## config.mk

```make
export PLATFORM = sky130hd
export DESIGN_NAME = serial_adder_disp_flat
export DESIGN_NICKNAME = d
export VERILOG_FILES = /design/src/rtl/serial_adder_disp_if.sv /design/src/rtl/serial_adder_disp.sv /design/src/flat_wrapper.sv
export SDC_FILE = /design/constraint.sdc
export NUM_CORES = 1
export LEC_CHECK = 0
export CAP_MARGIN = 20
export CORE_AREA = 2 2 139 107
export CTS_BUF_LIST = sky130_fd_sc_hd__clkbuf_8 sky130_fd_sc_hd__clkbuf_16
export CTS_CLUSTER_SIZE = 20
export DETAILED_ROUTE_END_ITERATION = 16
export DIE_AREA = 0 0 141 109
export GPL_TIMING_DRIVEN = 0
export HOLD_SLACK_MARGIN = 0.12
export PLACE_DENSITY = 0.51
export SYNTH_ARGS = -nofsm -noshare
export SYNTH_HDL_FRONTEND = slang
export SYNTH_SLANG_ARGS = --single-unit
```

## constraint.sdc

```tcl
create_clock -name mclk -period 7.7 [get_ports mclk]
set_input_delay 0.77 -clock mclk [delete_from_list [all_inputs] [get_ports mclk]]
set_output_delay 0.77 -clock mclk [all_outputs]
set_load 0.02 [all_outputs]
```

## src/rtl/serial_adder_disp_if.sv

```systemverilog
// Operand/result handshake bundle between the board controls and the serial adder.
// start is sampled only in IDLE; done pulses for one cycle, and sum stays valid from then on.
interface serial_adder_disp_if #(
    parameter int WIDTH = 8
) ();
    logic [WIDTH-1:0] a;
    logic [WIDTH-1:0] b;
    logic             sub;
    logic             start;
    logic             busy;
    logic             done;
    logic [WIDTH:0]   sum;
    logic [1:0]       dbg_state;

    modport master (output a, b, sub, start, input busy, done, sum, dbg_state);
    modport slave  (input a, b, sub, start, output busy, done, sum, dbg_state);
endinterface

```

## src/rtl/serial_adder_disp.sv

```systemverilog
// Bit-serial add/subtract unit (one bit per clock) with a scanned, multiplexed
// 7-segment hex display of the registered result.
module serial_adder_disp #(
    parameter int WIDTH    = 8,
    parameter int DIGITS   = 4,
    parameter int DIV_BITS = 16
) (
    input  logic               mclk,
    input  logic               rs,
    serial_adder_disp_if.slave bus,
    output logic [7:0]         seg,
    output logic [DIGITS-1:0]  anode
);
    localparam int IW = (WIDTH > 1) ? $clog2(WIDTH) : 1;
    localparam int SW = (DIGITS > 1) ? $clog2(DIGITS) : 1;
    localparam int EW = (WIDTH + 1 > 4 * DIGITS) ? WIDTH + 1 : 4 * DIGITS;

    typedef enum logic [1:0] {IDLE = 2'd0, CALC = 2'd1, DONE = 2'd2} state_t;

    state_t                state_q, state_d;
    logic [WIDTH-1:0]      opa_q, opa_d, opb_q, opb_d, r_q, r_d;
    logic                  carry_q, carry_d;
    logic [IW-1:0]         idx_q, idx_d;
    logic [WIDTH:0]        sum_q, sum_d;
    logic [DIV_BITS-1:0]   presc_q, presc_d;
    logic [SW-1:0]         sel_q, sel_d;
    logic [7:0]            seg_q, seg_d;
    logic [DIGITS-1:0]     anode_q, anode_d;
    logic                  last_bit;
    logic [EW-1:0]         sum_ext;
    logic [3:0]            nib;

    assign last_bit = (idx_q == IW'(WIDTH - 1));

    always_ff @(posedge mclk or posedge rs) begin
        if (rs) state_q <= IDLE;
        else    state_q <= state_d;
    end

    always_comb begin
        state_d = state_q;
        case (state_q)
            IDLE:    if (bus.start) state_d = CALC;
            CALC:    if (last_bit) state_d = DONE;
            DONE:    state_d = IDLE;
            default: state_d = IDLE;
        endcase
    end

    always_comb begin
        bus.busy      = (state_q == CALC);
        bus.done      = (state_q == DONE);
        bus.sum       = sum_q;
        bus.dbg_state = state_q;
    end

    // Subtraction is A + ~B + 1: the inverted operand and initial carry are set at start.
    always_comb begin
        opa_d   = opa_q;
        opb_d   = opb_q;
        carry_d = carry_q;
        idx_d   = idx_q;
        r_d     = r_q;
        sum_d   = sum_q;
        case (state_q)
            IDLE: if (bus.start) begin
                opa_d   = bus.a;
                opb_d   = bus.sub ? ~bus.b : bus.b;
                carry_d = bus.sub;
                idx_d   = '0;
            end
            CALC: begin
                r_d[idx_q] = opa_q[idx_q] ^ opb_q[idx_q] ^ carry_q;
                carry_d    = (opa_q[idx_q] & opb_q[idx_q]) | (opa_q[idx_q] & carry_q) |
                             (opb_q[idx_q] & carry_q);
                idx_d      = idx_q + IW'(1);
                if (last_bit) sum_d = {carry_d, r_d};
            end
            default: ;
        endcase
    end

    always_ff @(posedge mclk or posedge rs) begin
        if (rs) begin
            opa_q   <= '0;
            opb_q   <= '0;
            carry_q <= 1'b0;
            idx_q   <= '0;
            r_q     <= '0;
            sum_q   <= '0;
        end else begin
            opa_q   <= opa_d;
            opb_q   <= opb_d;
            carry_q <= carry_d;
            idx_q   <= idx_d;
            r_q     <= r_d;
            sum_q   <= sum_d;
        end
    end

    function automatic logic [7:0] glyph(input logic [3:0] n);
        case (n)
            4'h0: glyph = 8'hC0;  4'h1: glyph = 8'hF9;  4'h2: glyph = 8'hA4;  4'h3: glyph = 8'hB0;
            4'h4: glyph = 8'h99;  4'h5: glyph = 8'h92;  4'h6: glyph = 8'h82;  4'h7: glyph = 8'hF8;
            4'h8: glyph = 8'h80;  4'h9: glyph = 8'h90;  4'hA: glyph = 8'h88;  4'hB: glyph = 8'h83;
            4'hC: glyph = 8'hC6;  4'hD: glyph = 8'hA1;  4'hE: glyph = 8'h86;  default: glyph = 8'h8E;
        endcase
    endfunction

    // seg/anode are built from the next select so both flip on the same edge as sel.
    always_comb begin
        presc_d = presc_q + DIV_BITS'(1);
        sel_d   = sel_q;
        if (&presc_q) sel_d = (sel_q == SW'(DIGITS - 1)) ? '0 : sel_q + SW'(1);
        sum_ext = EW'(sum_q);
        nib     = sum_ext[{sel_d, 2'b00} +: 4];
        anode_d = ~(DIGITS'(1) << sel_d);
        seg_d   = (4 * int'(sel_d) > WIDTH) ? 8'hFF : glyph(nib);
    end

    always_ff @(posedge mclk or posedge rs) begin
        if (rs) begin
            presc_q <= '0;
            sel_q   <= '0;
            anode_q <= ~DIGITS'(1);
            seg_q   <= 8'hC0;
        end else begin
            presc_q <= presc_d;
            sel_q   <= sel_d;
            anode_q <= anode_d;
            seg_q   <= seg_d;
        end
    end

    assign seg   = seg_q;
    assign anode = anode_q;
endmodule

```

## src/flat_wrapper.sv

```systemverilog
// flat-port wrapper written by rule: the top's interface ports become plain ports
module serial_adder_disp_flat 
#(
    parameter int WIDTH    = 8,
    parameter int DIGITS   = 4,
    parameter int DIV_BITS = 16
)
  (mclk, rs, seg, anode, bus_a, bus_b, bus_sub, bus_start, bus_busy, bus_done, bus_sum, bus_dbg_state);
  serial_adder_disp_if #(.WIDTH(WIDTH)) bus_i ();
  input  logic mclk;
  input  logic rs;
  output logic [7:0] seg;
  output logic [DIGITS-1:0] anode;
  input wire logic [$bits(bus_i.a)-1:0] bus_a;
  input wire logic [$bits(bus_i.b)-1:0] bus_b;
  input wire logic [$bits(bus_i.sub)-1:0] bus_sub;
  input wire logic [$bits(bus_i.start)-1:0] bus_start;
  output wire logic [$bits(bus_i.busy)-1:0] bus_busy;
  output wire logic [$bits(bus_i.done)-1:0] bus_done;
  output wire logic [$bits(bus_i.sum)-1:0] bus_sum;
  output wire logic [$bits(bus_i.dbg_state)-1:0] bus_dbg_state;
  assign bus_i.a = bus_a;
  assign bus_i.b = bus_b;
  assign bus_i.sub = bus_sub;
  assign bus_i.start = bus_start;
  assign bus_busy = bus_i.busy;
  assign bus_done = bus_i.done;
  assign bus_sum = bus_i.sum;
  assign bus_dbg_state = bus_i.dbg_state;
  serial_adder_disp #(.WIDTH(WIDTH), .DIGITS(DIGITS), .DIV_BITS(DIV_BITS)) u_core (.mclk(mclk), .rs(rs), .bus(bus_i), .seg(seg), .anode(anode));
endmodule
```

### Yosys cells after proc, flatten, opt, wreduce, memory -nomap -nowiden

Memory sizes are Yosys's and may differ from the RTL's.
Index checks and enable logic that the tools add are counted.

* add/subtract/negate cells: 3
* magnitude comparators: 3
* eq/ne operators: 6
* shifts and indexed selects: 2
* multiplexer cells: 18
* bitwise operators: 9
* reductions and logical operators: 8

Operator list (count)
* adder 16 x 1 -> 16 bit, second input constant: 1
* two-way mux 8 bit: 2
* AND reduction 16 bit: 1
* variable part select 16 x 5 -> 4 bit: 1
* bitwise mux 8 bit: 1
* two-way mux 2 bit: 4
* inverter 8 bit: 1
* AND reduction 2 bit: 4
* binary-select mux 1 bit (select 3 bit): 2
* case mux 3 bit (2 select lines): 1
* == test 2 bit, second input constant: 2
* > comparator 4 bit, second input constant: 1
* < comparator 3 x 4 -> 1 bit, second input constant: 1
* two-way mux 1 bit: 4
* inverter 4 bit: 1
* case mux 2 bit (2 select lines): 1
* << shifter 1 x 2 -> 4 bit, first input constant: 1
* adder 3 x 1 -> 3 bit, second input constant: 1
* bitwise AND 1 bit: 3
* demux 1 bit (select 3 bit): 1
* == test 3 bit, second input constant: 1
* greater-or-equal comparator 3 x 1 -> 1 bit, second input constant: 1
* two-way mux 3 bit: 1
* adder 2 x 1 -> 2 bit, second input constant: 1
* other kinds (9): 11

* flip-flop bits (word level): 69
* ROM bits: 112
* output and inout bits: 25
* word-level logic and storage cells: 61
* memories kept: 1

Memory list
* (name not given): words 16, bits a word 7, rd ports 1, clocked after memory_dff 0, wr ports 0, line serial_adder_disp.sv:102 `case (n)`

### Logic depth before layout (Yosys ltp)

* depth in word-level cells: 6
* mapped depth: 12
* gate-level depth less buffers: 12

### Worst setup path after synthesis

No wires, ideal clock.

* path type: flip-flop to flip-flop
* start point: reg u_core.presc_q[0]
* end point: reg u_core.seg_q[3] (netlist: u_core.seg[3])
* data arrival time: 3.218 ns
* required time: 7.577 ns
* setup slack: 4.359 ns
* stages on the path, launching flop included: 12
* buffers on the path: 0
* clock period less this slack: 3.341 ns
* cells stage by stage: dfrtp_1 > ha_1 > nand4_1 > nor4_4 > mux2i_1 > clkinv_1 > mux2_2 > nand2_1 > inv_1 > ha_1 > mux2_4 > o221a_1

* cells in the longest elaborated chain, start to end: 5
* elaborated cells between the ends (all ways): 6
* those cells by class: 1 x order compare; 1 x shift; 2 x mux; 1 x reduce/logical; 1 x memory

RTL lines
* from (decl): line serial_adder_disp.sv:25 `logic [DIV_BITS-1:0] presc_q, presc_d;`
* from (signal assigned): line serial_adder_disp.sv:128 `presc_q <= presc_d;`
* AND reduction 16 bit *: line serial_adder_disp.sv:114 `if (&presc_q) sel_d = (sel_q == SW'(DIGITS - 1)) ? '0 : sel_q + SW'(1);`
* two-way mux 2 bit *: line serial_adder_disp.sv:114
* via u_core.sel_d[0]: line serial_adder_disp.sv:26 `logic [SW-1:0] sel_q, sel_d;`
* variable part select 16 x 5 -> 4 bit: line serial_adder_disp.sv:116 `nib = sum_ext[{sel_d, 2'b00} +: 4];`
* memory read (16 x 7 bit)
* two-way mux 8 bit *: line serial_adder_disp.sv:118 `seg_d = (4 * int'(sel_d) > WIDTH) ? 8'hFF : glyph(nib);`
* via u_core.seg_d[3]: line serial_adder_disp.sv:27 `logic [7:0] seg_q, seg_d;`
* to (signal assigned): line serial_adder_disp.sv:131 `seg_q <= seg_d;`
* to (decl): line serial_adder_disp.sv:27

The timed path passes the listed nets; every way through them passes the cells marked *.
A chain may end at the register's enable or synchronous reset.

### Final worst setup path

Ends and elaborated chain as after synthesis.

==> impl_metrics.csv <==
group,metric,value,unit
status,status,"completed",
pwr,p_comb_share,43.7,%
min_path,hold_start,"u_core.presc_q[0]$_DFF_PP0_",
timing,fin_tns_setup,0,ns
placement,place_congestion,0.788,
die,dieArea,0.0154,mm2
cts,cts_resized,0,
synthesis,syn_nets,369,
setup_path,r2r-start,"u_core.presc_q[0]$_DFF_PP0_",
synthesis,yosys.cell_types.count,56,
min_path,min-delay-path-class,"register to register",
routing,wl_per_cell,13.7,um
setup_path,reg2reg_to,"u_core.seg[3]$_DFF_PP0_",
timing,worst_slew_pin_slew,0.850,ns
grt,grt_max_degree,69,
timing,setup_viol,0,
routing,wirelength,7900,um
synthesis,synthCells,338,
synthesis,synth-edff-count,0,
placement,dp_worst_setup_slack,3.66,ns
cts,cts_tree,"built",
layout,final_nets,422,
setup_path,cp_data_arrival_time,4.31,ns
routing,num_vias,2596,
cts,cts_made_buffers,9,
synthesis,synth_warnings,0,
layout,drive_gt1_share,11.4,%
pwr,p_seq_share,33.5,%
timing,hold_violations,0,
pwr,internal_power,1030,uW
cts,cts_sinks,68,
timing,fmax,244,MHz
routing,drtIter0Drc,189,
setup_path,cp-end-kind,"register",
cts,postCtsSetupRepairBufs,0,
layout,instances_no_fill,576,
synthesis,syn_area_per_cell,10.2,um2
synthesis,async_flop_share,100,%
routing,vias_per_cell,4.51,
cts,clkTransAtPathRegs,0.05,ns
timing,timing.final.ws_setup,3.60,ns
timing,drv_slew,0,
layout,diodes,0,
routing,first_pass_iters,5,
routing,drc,0,
grt,grt_overflow,0,
timing,maxSlewHeadroom,43.3,%
cts,clockBufferDepth,2,
placement,dp_hpwl,5680,um
placement,dp.cells,560,
flow_run,maxCapViolations,0,
timing,min_period_over_period,53.2,%
die,design.core.area,0.0141,mm2
setup_path,path_max_fanout,9,
pwr,p_switching,661,uW
grt,antenna_found_initial,0,
pwr,leakage,0.00188,uW
min_path,min_to,"u_core.presc_q[0]$_DFF_PP0_",
layout,post-route-util,31.0,%
die,dieHeight,109,um
setup_path,worstSetupPathType,"register to register",
grt,grt_pass1_vias,2646,
cts,htree_levels,3,
synthesis,synthFlopType,"dfrtp_1",
cts,clock_latency,0.33,ns
pwr,clkPwrFrac,22.8,%
synthesis,yosysSeqAreaShare,49.5,%
layout,syn2layout_area_growth,27.0,%
die,num_io_pins,45,
die,die_w,141,um
routing,ant_nets,0,
die,fp-row-count,38,
layout,finalInstanceArea,0.00438,mm2
cts,cts_hold_buf,0,
pwr,powerDensity,386,mW/mm2
setup_path,r2r_cells,11,
grt,grt_pass1_wl,13500,um
pwr,peakVddDrop,155,uV
setup_path,r2r_slack,3.60,ns
setup_path,required,7.91,ns
timing,period_needed,4.10,ns
die,initial_core_util,24.4,%
min_path,holdPathStages,1,
synthesis,ys_seq_elements,68,
cts,cts-root-buf,"clkbuf_16",
grt,grtUsageTotal,11.2,%
timing,fin_skew,0.00563,ns
placement,placed_cell_area,0.00410,mm2
synthesis,syn_area,0.00345,mm2
timing,grt_setup_unrepaired,"false",
setup_path,start_kind,"register",
pwr,swShare,39.1,%
placement,numPortBuffers,42,
==> kinds of logic after synthesis <==
group	synth area share [%]
xor gates and xnor gates	5.59
other	0.109
muxes	6.97
buffers and inverters	3.70
DFF	49.5
adders and majority gates	4.21
and+or+nand+nor	16.2
AOI/OAI and AO/OA	13.8
==> worst max-delay path, cell delays in order (launching register included) <==
cell and delay (ns):
dfrtp_1 0.38, ha_1 0.27, nand4_1 0.17, nor4_4 0.49, mux2i_1 0.76, clkinv_1 0.49
mux2_2 0.41, nand2_1 0.15, inv_1 0.10, ha_1 0.26, mux2_4 0.27, o221a_1 0.23
==> flip-flops by register name (all words and copies together) (netlist names), 3 cells and up <==
register and count:
u_core.idx_q 3, u_core.r_q 8, u_core.seg 7, u_core.anode 4, u_core.presc_q 16, u_core.opb_q 8, u_core.bus.sum 9, u_core.opa_q 8
==> metrics by stage <==
stage | hold slack (ns) | power, uW
after floorplan | 0.443 | 1060
after global placement | 0.467 | 1300
after detailed placement | 0.473 | 1320
after CTS | 0.480 | 1710
after global routing | 0.516 | 1830
final | 0.476 | 1690
==> synthesized netlist by cell type, types with 2 or more instances <==
library cell  instances  area share [%]
a21oi_1              23             3.3
o21ai_0              21             3.0
or2b_2                2            0.51
nand2_1              36             3.9
mux2_2               12             3.9
nor2b_1               2            0.36
dfstp_2               4             3.0
xnor2_1              17             4.3
and3b_1               2            0.51
or3_1                 2            0.36
o211a_1               2            0.58
clkbuf_1             13             1.4
nand4_1               3            0.54
nand2b_1              2            0.36
nor3b_1               6             1.3
nor2_1               26             2.8
dfrtp_1              64              46
a22oi_1               2            0.44
mux2i_1               9             2.6
ha_1                 10             3.6
nand4_2               2            0.73
nand3_1               7             1.0
a31oi_1               7             1.3
nor3_1                6            0.87
o211ai_1              2            0.44
a21o_1                3            0.65
a211oi_1              4            0.87
and3_1                3            0.54
inv_1                13             1.4
a221oi_1              3            0.76
xor2_1                5             1.3
==> routing by layer <==
metal | share of wire [%] | vias to the layer above | global-route usage (%)
met5 | 0 | - | 0
met4 | 1.4 | 0 | 3.86
met3 | 4.8 | 13 | 3.51
met2 | 44 | 64 | 16.8
met1 | 50 | 1232 | 15.2
li1 | - | 1287 | -
==> cells in the final DEF, fill, tap and decap left out, types with 4 or more instances in the layout <==
| cell | n |
|---|---|
| dfrtp_1 | 64 |
| xnor2_1 | 17 |
| a31oi_1 | 7 |
| clkbuf_16 | 9 |
| o21ai_0 | 21 |
| nor3_1 | 6 |
| dfstp_2 | 4 |
| nor2_1 | 26 |
| mux2i_1 | 9 |
| clkbuf_1 | 13 |
| mux2_2 | 12 |
| nand2_1 | 36 |
| nor3b_1 | 6 |
| inv_1 | 15 |
| nand3_1 | 7 |
| clkdlybuf4s50_1 | 42 |
| a21oi_1 | 23 |
| xor2_1 | 5 |
| ha_1 | 10 |
| a211oi_1 | 4 |
==> worst max path at each step <==
stage | slack (ns) | cells past startpoint | end | from
6_report | 3.60 | 11 | u_core.seg[3]$_DFF_PP0_ | u_core.presc_q[0]$_DFF_PP0_
5_1_grt | 3.34 | 11 | u_core.seg[3]$_DFF_PP0_ | u_core.presc_q[0]$_DFF_PP0_
4_1_cts | 3.64 | 11 | u_core.seg[3]$_DFF_PP0_ | u_core.presc_q[0]$_DFF_PP0_
3_5_place_dp | 3.66 | 11 | u_core.seg[3]$_DFF_PP0_ | u_core.presc_q[0]$_DFF_PP0_
3_3_place_gp | 3.76 | 11 | u_core.seg[3]$_DFF_PP0_ | u_core.presc_q[0]$_DFF_PP0_
2_1_floorplan | 4.36 | 11 | u_core.seg[3]$_DFF_PP0_ | u_core.presc_q[0]$_DFF_PP0_
==> final cells by class <==
type	instances	area (um2)
fill	1459	9740
sequential	68	1710
multi-input combinational	239	1610
timing repair buffer	42	420
clock buffer	12	267
tap	180	225
buffer	16	71.3
inverter	15	58.8
clock inverter	4	16.3
==> power by group through the flow <==
stage               Sequential (uW)  Clock, uW  Combinational [uW]
global placement                569          0                 730
floorplan                       593          0                 462
finish                          567        385                 739
CTS                             569        399                 746
detailed placement              575          0                 741
global route                    586        413                 831
Note: power is estimated with default switching activity, not from simulation.
